<file path="config.mk">
export PLATFORM = sky130hd
export DESIGN_NAME = urv_imem_prefetch_flat
export DESIGN_NICKNAME = d
export VERILOG_FILES = /design/src/rtl/urv_imem_prefetch_if.sv /design/src/rtl/urv_imem_prefetch.sv /design/src/flat_wrapper.sv
export SDC_FILE = /design/constraint.sdc
export NUM_CORES = 1
export LEC_CHECK = 0
export CORE_MARGIN = 2
export CORE_UTILIZATION = 55
export CTS_CLUSTER_SIZE = 24
export DETAILED_ROUTE_END_ITERATION = 10
export GPL_ROUTABILITY_DRIVEN = 1
export HOLD_SLACK_MARGIN = 0.15
export PLACE_DENSITY = 0.9
export SLEW_MARGIN = 10
export SYNTH_ARGS = -nofsm -noshare
export SYNTH_HDL_FRONTEND = slang
export SYNTH_SLANG_ARGS = --single-unit
</file>
<file path="constraint.sdc">
create_clock -name clk_i -period 10.55 [get_ports clk_i]
set_input_delay 2.11 -clock clk_i [delete_from_list [all_inputs] [get_ports clk_i]]
set_output_delay 2.11 -clock clk_i [all_outputs]
set_load 0.005 [all_outputs]
</file>
<file path="src/rtl/urv_imem_prefetch_if.sv">
// Fetch-side and Wishbone-side signals of the instruction prefetch buffer.
// The slave modport is the buffer's view; master is the fetch stage plus bus slave.
interface urv_imem_prefetch_if;
    logic [31:0] im_addr_i;
    logic [31:0] im_data_o;
    logic        im_valid_o;
    logic        im_flush_i;
    logic        im_err_o;
    logic [31:0] wb_adr_o;
    logic        wb_cyc_o;
    logic        wb_stb_o;
    logic [31:0] wb_dat_i;
    logic        wb_ack_i;
    logic        wb_err_i;

    modport slave (
        input  im_addr_i, im_flush_i, wb_dat_i, wb_ack_i, wb_err_i,
        output im_data_o, im_valid_o, im_err_o, wb_adr_o, wb_cyc_o, wb_stb_o
    );

    modport master (
        output im_addr_i, im_flush_i, wb_dat_i, wb_ack_i, wb_err_i,
        input  im_data_o, im_valid_o, im_err_o, wb_adr_o, wb_cyc_o, wb_stb_o
    );
endinterface

</file>
<file path="src/rtl/urv_imem_prefetch.sv">
// Instruction-memory responder: two-entry buffer (current word + sequential
// prefetch) in front of a classic Wishbone read master.
module urv_imem_prefetch #(
    parameter bit          PREFETCH = 1'b1,
    parameter int unsigned TIMEOUT  = 255
) (
    input  logic               clk_i,
    input  logic               rst_i,
    urv_imem_prefetch_if.slave bus
);
    localparam int unsigned TAG_W = 30;
    localparam int unsigned TMO_W = 8;
    localparam logic [TMO_W-1:0] TMO_LAST = TMO_W'(TIMEOUT - 1);

    typedef enum logic [1:0] {S_IDLE, S_DEMAND, S_PREFETCH} state_t;

    state_t             state_q, state_d;
    logic               cur_v_q, cur_v_d, pre_v_q, pre_v_d;
    logic [TAG_W-1:0]   cur_tag_q, cur_tag_d, pre_tag_q, pre_tag_d;
    logic [31:0]        cur_data_q, cur_data_d, pre_data_q, pre_data_d;
    logic [31:0]        data_q, data_d, adr_q, adr_d;
    logic               valid_q, valid_d, err_q, err_d, cyc_q, cyc_d;
    logic               drop_q, drop_d;
    logic [TMO_W-1:0]   tmo_q, tmo_d;

    logic [TAG_W-1:0]   tag_a, req_tag, pf_tag;
    logic               hit_cur, hit_pre, flush;
    logic               bus_ack, bus_err, bus_tmo, req_done, keep, fwd, cur_wr;
    logic               addr_lsb_unused;

    assign addr_lsb_unused = ^bus.im_addr_i[1:0];

    assign tag_a    = bus.im_addr_i[31:2];
    assign req_tag  = adr_q[31:2];
    assign pf_tag   = cur_tag_q + TAG_W'(1);
    assign flush    = bus.im_flush_i;
    assign hit_cur  = cur_v_q && (cur_tag_q == tag_a);
    assign hit_pre  = pre_v_q && (pre_tag_q == tag_a);
    assign bus_ack  = cyc_q && bus.wb_ack_i;
    assign bus_err  = cyc_q && !bus.wb_ack_i && bus.wb_err_i;
    assign bus_tmo  = cyc_q && !bus.wb_ack_i && !bus.wb_err_i && (tmo_q == TMO_LAST);
    assign req_done = bus_ack || bus_err || bus_tmo;
    // Read data survives only if no flush hit the request at any point.
    assign keep     = bus_ack && !drop_q && !flush;
    assign fwd      = keep && (tag_a == req_tag);
    assign cur_wr   = keep && ((state_q == S_DEMAND) || fwd);

    // Next-state, entry update and output logic.
    always_comb begin
        state_d    = state_q;
        cur_v_d    = cur_v_q;
        cur_tag_d  = cur_tag_q;
        cur_data_d = cur_data_q;
        pre_v_d    = pre_v_q;
        pre_tag_d  = pre_tag_q;
        pre_data_d = pre_data_q;
        data_d     = data_q;
        valid_d    = 1'b0;
        err_d      = 1'b0;
        adr_d      = adr_q;
        cyc_d      = cyc_q;
        drop_d     = drop_q;
        tmo_d      = tmo_q;

        if (flush) begin
            valid_d = 1'b0;
        end else if (fwd) begin
            valid_d = 1'b1;
            data_d  = bus.wb_dat_i;
        end else if (hit_cur) begin
            valid_d = 1'b1;
            data_d  = cur_data_q;
        end else if (hit_pre) begin
            valid_d = 1'b1;
            data_d  = pre_data_q;
        end

        // Promote PRE on a hit unless CUR is being filled from the bus.
        if (!flush && !fwd && !hit_cur && hit_pre && !cur_wr) begin
            cur_v_d    = 1'b1;
            cur_tag_d  = pre_tag_q;
            cur_data_d = pre_data_q;
            pre_v_d    = 1'b0;
        end

        if (cur_wr) begin
            cur_v_d    = 1'b1;
            cur_tag_d  = req_tag;
            cur_data_d = bus.wb_dat_i;
        end else if (keep) begin
            pre_v_d    = 1'b1;
            pre_tag_d  = req_tag;
            pre_data_d = bus.wb_dat_i;
        end

        if (flush) begin
            cur_v_d = 1'b0;
            pre_v_d = 1'b0;
        end

        if (req_done) begin
            drop_d = 1'b0;
        end else if (flush && cyc_q) begin
            drop_d = 1'b1;
        end

        case (state_q)
            S_IDLE: begin
                tmo_d = '0;
                if (!flush && !hit_cur && !hit_pre) begin
                    state_d = S_DEMAND;
                    adr_d   = {tag_a, 2'b00};
                    cyc_d   = 1'b1;
                end else if (!flush && PREFETCH && cur_v_q &&
                             !(pre_v_q && (pre_tag_q == pf_tag))) begin
                    state_d = S_PREFETCH;
                    adr_d   = {pf_tag, 2'b00};
                    cyc_d   = 1'b1;
                end
            end
            S_DEMAND, S_PREFETCH: begin
                if (req_done) begin
                    state_d = S_IDLE;
                    cyc_d   = 1'b0;
                    tmo_d   = '0;
                    err_d   = (bus_err || bus_tmo) && (state_q == S_DEMAND);
                end else begin
                    tmo_d = tmo_q + TMO_W'(1);
                end
            end
            default: begin
                state_d = S_IDLE;
                cyc_d   = 1'b0;
            end
        endcase
    end

    always_ff @(posedge clk_i) begin
        if (rst_i) begin
            state_q    <= S_IDLE;
            cur_v_q    <= 1'b0;
            cur_tag_q  <= '0;
            cur_data_q <= '0;
            pre_v_q    <= 1'b0;
            pre_tag_q  <= '0;
            pre_data_q <= '0;
            data_q     <= '0;
            valid_q    <= 1'b0;
            err_q      <= 1'b0;
            adr_q      <= '0;
            cyc_q      <= 1'b0;
            drop_q     <= 1'b0;
            tmo_q      <= '0;
        end else begin
            state_q    <= state_d;
            cur_v_q    <= cur_v_d;
            cur_tag_q  <= cur_tag_d;
            cur_data_q <= cur_data_d;
            pre_v_q    <= pre_v_d;
            pre_tag_q  <= pre_tag_d;
            pre_data_q <= pre_data_d;
            data_q     <= data_d;
            valid_q    <= valid_d;
            err_q      <= err_d;
            adr_q      <= adr_d;
            cyc_q      <= cyc_d;
            drop_q     <= drop_d;
            tmo_q      <= tmo_d;
        end
    end

    assign bus.im_data_o  = data_q;
    assign bus.im_valid_o = valid_q;
    assign bus.im_err_o   = err_q;
    assign bus.wb_adr_o   = adr_q;
    assign bus.wb_cyc_o   = cyc_q;
    assign bus.wb_stb_o   = cyc_q;
endmodule

</file>
<file path="src/flat_wrapper.sv">
// flat-port wrapper written by rule: the top's interface ports become plain ports
module urv_imem_prefetch_flat 
#(
    parameter bit          PREFETCH = 1'b1,
    parameter int unsigned TIMEOUT  = 255
)
  (clk_i, rst_i, bus_im_addr_i, bus_im_flush_i, bus_wb_dat_i, bus_wb_ack_i, bus_wb_err_i, bus_im_data_o, bus_im_valid_o, bus_im_err_o, bus_wb_adr_o, bus_wb_cyc_o, bus_wb_stb_o);
  urv_imem_prefetch_if bus_i ();
  input  logic clk_i;
  input  logic rst_i;
  input wire logic [$bits(bus_i.im_addr_i)-1:0] bus_im_addr_i;
  input wire logic [$bits(bus_i.im_flush_i)-1:0] bus_im_flush_i;
  input wire logic [$bits(bus_i.wb_dat_i)-1:0] bus_wb_dat_i;
  input wire logic [$bits(bus_i.wb_ack_i)-1:0] bus_wb_ack_i;
  input wire logic [$bits(bus_i.wb_err_i)-1:0] bus_wb_err_i;
  output wire logic [$bits(bus_i.im_data_o)-1:0] bus_im_data_o;
  output wire logic [$bits(bus_i.im_valid_o)-1:0] bus_im_valid_o;
  output wire logic [$bits(bus_i.im_err_o)-1:0] bus_im_err_o;
  output wire logic [$bits(bus_i.wb_adr_o)-1:0] bus_wb_adr_o;
  output wire logic [$bits(bus_i.wb_cyc_o)-1:0] bus_wb_cyc_o;
  output wire logic [$bits(bus_i.wb_stb_o)-1:0] bus_wb_stb_o;
  assign bus_i.im_addr_i = bus_im_addr_i;
  assign bus_i.im_flush_i = bus_im_flush_i;
  assign bus_i.wb_dat_i = bus_wb_dat_i;
  assign bus_i.wb_ack_i = bus_wb_ack_i;
  assign bus_i.wb_err_i = bus_wb_err_i;
  assign bus_im_data_o = bus_i.im_data_o;
  assign bus_im_valid_o = bus_i.im_valid_o;
  assign bus_im_err_o = bus_i.im_err_o;
  assign bus_wb_adr_o = bus_i.wb_adr_o;
  assign bus_wb_cyc_o = bus_i.wb_cyc_o;
  assign bus_wb_stb_o = bus_i.wb_stb_o;
  urv_imem_prefetch #(.PREFETCH(PREFETCH), .TIMEOUT(TIMEOUT)) u_core (.clk_i(clk_i), .rst_i(rst_i), .bus(bus_i));
endmodule
</file>
==> results.json, run 1 <==
{
  "rsz0062_at_grt": "no",
  "fmax_mhz": 163,
  "cts_setup_buffers": 0,
  "crit_required_ns": 10.96,
  "dieArea_um2": 22900,
  "r2r_cells": 10,
  "hold_buffers": 0,
  "yosys.area.top_type": "dfxtp_1",
  "critPathLaunch": "bus_im_flush_i",
  "drtIter0Drc": 586,
  "tns_ns": 0,
  "fin_area_um2": 14100,
  "grt_pass1_vias": 9967,
  "ys_ff_latch": 202,
  "max-slew-margin-rel": 0.233,
  "clockBufferDepth": 3,
  "diodes": 0,
  "final_antenna_net_count": 0,
  "whs_ns": 0.496,
  "fp.dieW_um": 151,
  "period_minus_slack_ns": 6.13,
  "avgSynthCellArea_um2": 9.28,
  "grt_first_pass_wirelength_um": 53800,
  "rrSetupSlack_ns": 5.45,
  "h-tree-depth": 1,
  "synth_flop_cell": "dfxtp_1",
  "clock_sinks": 202,
  "fillers": 1602,
  "syn_area_um2": 11900,
  "finalClockSkew_ns": 0.0113,
  "core_um2": 21200,
  "cts_tree": "done",
  "worstPathArrival_ns": 6.55,
  "port_buffers": 132,
  "initial_utilization": 0.564,
  "peakVddDrop_uv": 114,
  "via_per_inst": 6.05,
  "yosysSeqAreaShare": 0.339,
  "grt_usage": 0.300,
  "drv_slew": 0,
  "drv_cap": 0,
  "async_reset_ff_frac": 0,
  "cts-buffers-inserted": 23,
  "hp-class": "flip-flop to flip-flop",
  "setup_violations": 0,
  "ys_types": 74,
  "detailed_place.area_um2": 13300,
  "r2r-end": "u_core.bus.wb_adr_o[16]$_SDFFE_PP0P_",
  "worst-path-max-fanout": 38,
  "final_hold_viol_count": 0,
  "cp-end-kind": "flip-flop",
  "drc": 0,
  "rows": 53,
  "outcome": "finished clean",
  "clk_latency_ns": 0.52,
  "mostFrequentLayoutCells": "nor2_1 (206), dfxtp_1 (202), mux2i_1 (187), clkdlybuf4s50_1 (131), xnor2_1 (103)",
  "antenna_found_initial": 1,
  "critPathKind": "input port to flip-flop",
  "io_pins": 137,
  "hpwl_um": 23900,
  "dp_cells": 1606,
  "power.density_nw_per_um2": 131,
  "synth.top_cell.area_share": 0.339,
  "post_cts_resize_count": 0,
  "worstMarginPinSlew_ns": 1.15,
  "critPathCapture": "u_core.cur_tag_q[7]$_SDFFE_PP0P_",
  "nets": 1431,
  "crit_path_start_kind": "input port",
  "clk_pin_slew_worst_paths_ns": 0.07,
  "synthCells": 1287,
  "yosysWarnings": 0,
  "timing.final.crit_share": 0.581,
  "leakage_nw": 5.24,
  "grt.overflow.total": 0,
  "synth_edf_count": 0,
  "area.growth.synth_to_final_pct": 17.8,
  "layoutNonFillerInstCount": 1648,
  "gp_congestion": 0.959,
  "fp.dieH_um": 151,
  "drt_pass1_iterations": 5,
  "drt_wl_total_um": 34600,
  "layout_commonest_cell": "nor2_1",
  "via_count": 9973,
  "r2r-start": "u_core.cur_tag_q[0]$_SDFFE_PP0P_",
  "root_buffer": "clkbuf_16",
  "grt_max_degree": 116,
  "synth_area_leaders": "dfxtp_1 (34%), mux2i_1 (16%), xnor2_1 (7.6%)",
  "drive_above_1_share": 0.119,
  "wl_per_cell_um": 21.0
}
==> state kept, by name, indices dropped and copies added (netlist names) <==
register / flops
u_core.cur_tag_q: 30
u_core.pre_data_q: 32
u_core.drop_q: 1
u_core.bus.wb_adr_o: 30
u_core.bus.im_err_o: 1
u_core.cur_data_q: 32
u_core.bus.im_valid_o: 1
u_core.pre_v_q: 1
u_core.pre_tag_q: 30
u_core.state_q: 2
u_core.bus.im_data_o: 32
u_core.bus.wb_cyc_o: 1
u_core.cur_v_q: 1
u_core.tmo_q: 8
==> through the flow <==
stage,setup slack [ns],power (mW),utilization
finish,4.42,1.84,0.665
global placement,4.08,1.01,0.627
floorplan,5.77,0.927,-
global route,4.30,1.90,0.665
CTS,4.49,1.85,0.665
detailed placement,3.99,1.01,0.627
==> routing by layer <==
metal	wire length [um]	global-route usage	vias up
li1	-	-	4678
met1	14600	0.383	4858
met2	16100	0.492	362
met3	2790	0.0747	75
met4	1130	0.105	0
met5	0	0	-
==> critical path: stages <==
cell and delay [ns]:
clkdlybuf4s50_1 0.90, nor3_2 0.65, nand4b_1 0.15, or4_1 0.52, or4_1 0.52, buf_4 0.29, and3_4 0.39, buf_4 0.42
mux2i_1 0.20, a211oi_1 0.32
==> area by class of cell <==
cell class                 instances  area [um2]  share of cell area
clock buffer                      36         704              0.0501
multi-input combinational        974        7430               0.528
clock inverter                     6        95.1             0.00676
sequential                       202        4040               0.287
tap                              275         344              0.0245
timing repair buffer             144        1410               0.100
inverter                          11        41.3             0.00294
==> kinds of logic after synthesis <==
| logic type | after synthesis | share of synthesized area |
|---|---|---|
| AO/OA/AOI/OAI | 133 | 0.0823 |
| XOR/XNOR | 142 | 0.111 |
| adder cells (fa/ha/maj) | 6 | 0.00629 |
| buffers and inverters | 112 | 0.0428 |
| flip-flops | 202 | 0.339 |
| multiplexers | 275 | 0.247 |
| other | 1 | 0.000314 |
| AND/OR/NAND/NOR | 416 | 0.171 |
==> cell usage after synthesis, types with 3 or more instances <==
cell type  count
and3_1         7
o21ai_0       14
buf_1          8
mux2i_1      187
a21oi_1       12
o2111ai_1      4
o21a_1         3
nor3_1        11
xnor3_1        5
nor4b_1        3
xnor2_1      103
and2_1         6
a211oi_1      63
nand2b_1       9
nor2_1       206
or4_1          8
clkbuf_1      64
nor4_1        13
buf_8          3
or3_1          3
dfxtp_1      202
xor2_1        33
o311ai_0       7
nor2b_1       28
or2_2          5
buf_2         16
buf_4          7
o21ai_1        4
mux2_4        24
nand2_1       36
ha_1           6
mux2_2        64
nand4_1       41
nand3_1       20
inv_1         11
==> worst min-delay path by stage <==
stage,start,end,cells past startpoint
after floorplan,u_core.pre_data_q[0]$_SDFFE_PP0P_,u_core.pre_data_q[0]$_SDFFE_PP0P_,2
after global placement,u_core.bus.im_data_o[7]$_SDFFE_PP0P_,u_core.bus.im_data_o[7]$_SDFFE_PP0P_,2
after detailed placement,u_core.bus.im_data_o[11]$_SDFFE_PP0P_,u_core.bus.im_data_o[11]$_SDFFE_PP0P_,2
after CTS,u_core.bus.im_data_o[1]$_SDFFE_PP0P_,u_core.bus.im_data_o[1]$_SDFFE_PP0P_,2
after global routing,u_core.bus.im_data_o[1]$_SDFFE_PP0P_,u_core.bus.im_data_o[1]$_SDFFE_PP0P_,2
final,u_core.bus.im_data_o[11]$_SDFFE_PP0P_,u_core.bus.im_data_o[11]$_SDFFE_PP0P_,2
==> power breakdown <==
group / total [mW] / internal [mW] / switching [mW]
clock: 0.837 / 0.509 / 0.328
combinational: 0.203 / 0.0945 / 0.108
sequential: 0.799 / 0.778 / 0.0211
total: 1.84 / 1.38 / 0.457
No activity file was read; power rests on OpenSTA's default activity.
==> run 2, diff against run 1 <==
Settings changed: CORE_UTILIZATION 55 to 52.
Clock period 10.55 ns to 5.29 ns, I/O delays scaled along.
==> run 2 against run 1 <==
Critical path depth unchanged. Cell count increased by 0.91%. Global-route usage decreased by 2.6 points. Sequential power increased by 99%. Clock-buffer cell count decreased by 5. Sequential cell count unchanged. Die area increased by 5.6%. Via count increased by 0.60%. First-iteration DRC count increased by 49%. Sequential share of layout area about the same. Setup slack got worse by 3.3 ns.
==> results.json, run 2 (synthesis gave the netlist of run 1 again) <==
{
  "core_um2": 22600,
  "drv_cap": 0,
  "dp_slack_ns": 0.601,
  "via_per_inst": 6.03,
  "cts_tree": "done",
  "rrSetupSlack_ns": 1.12,
  "crit_path_start_kind": "input port",
  "hpwl_um": 23100,
  "detailed_place.area_um2": 13300,
  "nets": 1436,
  "dieArea_um2": 24200,
  "leakage_nw": 5.24,
  "fp.dieW_um": 156,
  "grt_pass1_vias": 10000,
  "layoutNonFillerInstCount": 1663,
  "internal-power_mw": 2.64,
  "rows": 55,
  "critPathBufInv": 2,
  "hp-class": "flip-flop to flip-flop",
  "crit_required_ns": 5.74,
  "root_buffer": "clkbuf_16",
  "peakVddDrop_uv": 199,
  "clockBufferDepth": 3,
  "cts-buffers-inserted": 23,
  "drt_wl_total_um": 33800,
  "port_buffers": 132,
  "critical_path_depth": 10,
  "cts_setup_buffers": 0,
  "r2r_cells": 10,
  "worstPathArrival_ns": 4.66,
  "area.growth.synth_to_final_pct": 18.0,
  "outcome": "finished clean",
  "power_frac_seq": 0.445,
  "cp_slowest_cell": "or4_1",
  "post_cts_resize_count": 0,
  "diodes": 0,
  "switching_power_mw": 0.936,
  "antenna_found_initial": 0,
  "sw_frac_of_total": 0.262,
  "io_pins": 137,
  "period_minus_slack_ns": 4.21,
  "drtIter0Drc": 871,
  "worstMarginPinSlew_ns": 0.938,
  "r2r-start": "u_core.cur_tag_q[0]$_SDFFE_PP0P_",
  "wl_per_cell_um": 20.3,
  "max-slew-margin-rel": 0.371,
  "final_antenna_net_count": 0,
  "slowest_delay_ns": 0.56,
  "combPwrFrac": 0.112,
  "hold_depth": 2,
  "cp_top_family": "simple AND/OR/NAND/NOR gates",
  "rsz0062_at_grt": "no",
  "clock_sinks": 202,
  "r2r-end": "u_core.bus.wb_adr_o[25]$_SDFFE_PP0P_",
  "hold_buffers": 0,
  "gp_congestion": 1.04,
  "fin_area_um2": 14100,
  "final_hold_viol_count": 0,
  "critPathLaunch": "bus_im_addr_i[15]",
  "power.density_nw_per_um2": 254,
  "fmax_mhz": 237,
  "drive_above_1_share": 0.122,
  "layout_commonest_cell": "nor2_1",
  "drt_pass1_iterations": 5,
  "dp_cells": 1621,
  "worst-path-max-fanout": 41,
  "cp-end-kind": "flip-flop",
  "finalClockSkew_ns": 0.0132,
  "clk_latency_ns": 0.54,
  "initial_utilization": 0.529,
  "drv_slew": 0,
  "timing.final.crit_share": 0.796,
  "setup_violations": 0,
  "critPathMostFrequentCell": "or4_1",
  "critPathCapture": "u_core.cur_data_q[11]$_SDFFE_PP0P_",
  "grt_usage": 0.273,
  "tns_ns": 0,
  "grt_max_degree": 108,
  "grt_first_pass_wirelength_um": 53400,
  "clk_pin_slew_worst_paths_ns": 0.06,
  "fp.dieH_um": 156,
  "setup_slack_ns": 1.08,
  "path_cells": "clkdlybuf4s50_1 -> xnor2_1 -> nand2_1 -> or3b_2 -> or4_1 -> or4_1 -> and3_4 -> buf_12 -> mux2i_1 -> a211oi_1",
  "via_count": 10000,
  "p_clk_frac": 0.443,
  "grt.overflow.total": 0,
  "h-tree-depth": 1,
  "mostFrequentLayoutCells": "nor2_1 (206), dfxtp_1 (202), mux2i_1 (187), clkdlybuf4s50_1 (131), xnor2_1 (103)",
  "drc": 0,
  "critPathKind": "input port to flip-flop"
}
[run 2: layer usage]
layer  vias up  routed length [um]  share of wire  GRT usage
li1       4707                   -              -          -
met1      4805               13700           0.40      0.334
met2       416               15700           0.47      0.453
met3       105                2810          0.083     0.0696
met4         0                1590          0.047      0.124
met5         -                   0              0          0
[run 2: worst min-delay path by stage]
stage,from,end
finish,u_core.bus.im_data_o[12]$_SDFFE_PP0P_,u_core.bus.im_data_o[12]$_SDFFE_PP0P_
floorplan,u_core.pre_data_q[0]$_SDFFE_PP0P_,u_core.pre_data_q[0]$_SDFFE_PP0P_
global route,u_core.bus.im_data_o[27]$_SDFFE_PP0P_,u_core.bus.im_data_o[27]$_SDFFE_PP0P_
CTS,u_core.bus.im_data_o[4]$_SDFFE_PP0P_,u_core.bus.im_data_o[4]$_SDFFE_PP0P_
detailed placement,u_core.bus.im_data_o[4]$_SDFFE_PP0P_,u_core.bus.im_data_o[4]$_SDFFE_PP0P_
global placement,u_core.bus.im_data_o[17]$_SDFFE_PP0P_,u_core.bus.im_data_o[17]$_SDFFE_PP0P_
[run 2: power by group through the flow]
stage	Combinational (mW)	Clock (mW)	Sequential, mW
after floorplan	0.237	0	1.61
after global placement	0.386	0	1.62
after detailed placement	0.393	0	1.63
after CTS	0.396	1.61	1.59
after global routing	0.427	1.66	1.60
final	0.402	1.58	1.59
[run 2: stage by stage]
stage	hold slack [ns]	power [mW]	utilization
finish	0.502	3.58	0.624
global route	0.533	3.68	0.624
CTS	0.500	3.60	0.624
detailed placement	0.484	2.02	0.591
global placement	0.478	2.01	0.591
floorplan	0.477	1.85	-
[run 2: area by class of cell]
cell class | count | area (um2)
clock inverters | 11 | 104
fillers | 1773 | 8490
repair buffers | 149 | 1480
clock buffers | 31 | 636
well taps | 285 | 357
inverters | 11 | 41.3
multi-input cells | 974 | 7430
flip-flops and latches | 202 | 4040
[run 2: worst min-delay path: cells and delay by family, from the launching register on]
kind	cells	cell delay, ns
multiplexers	1	0.07
AND/OR/NAND/NOR	1	0.07
flip-flops	1	0.33
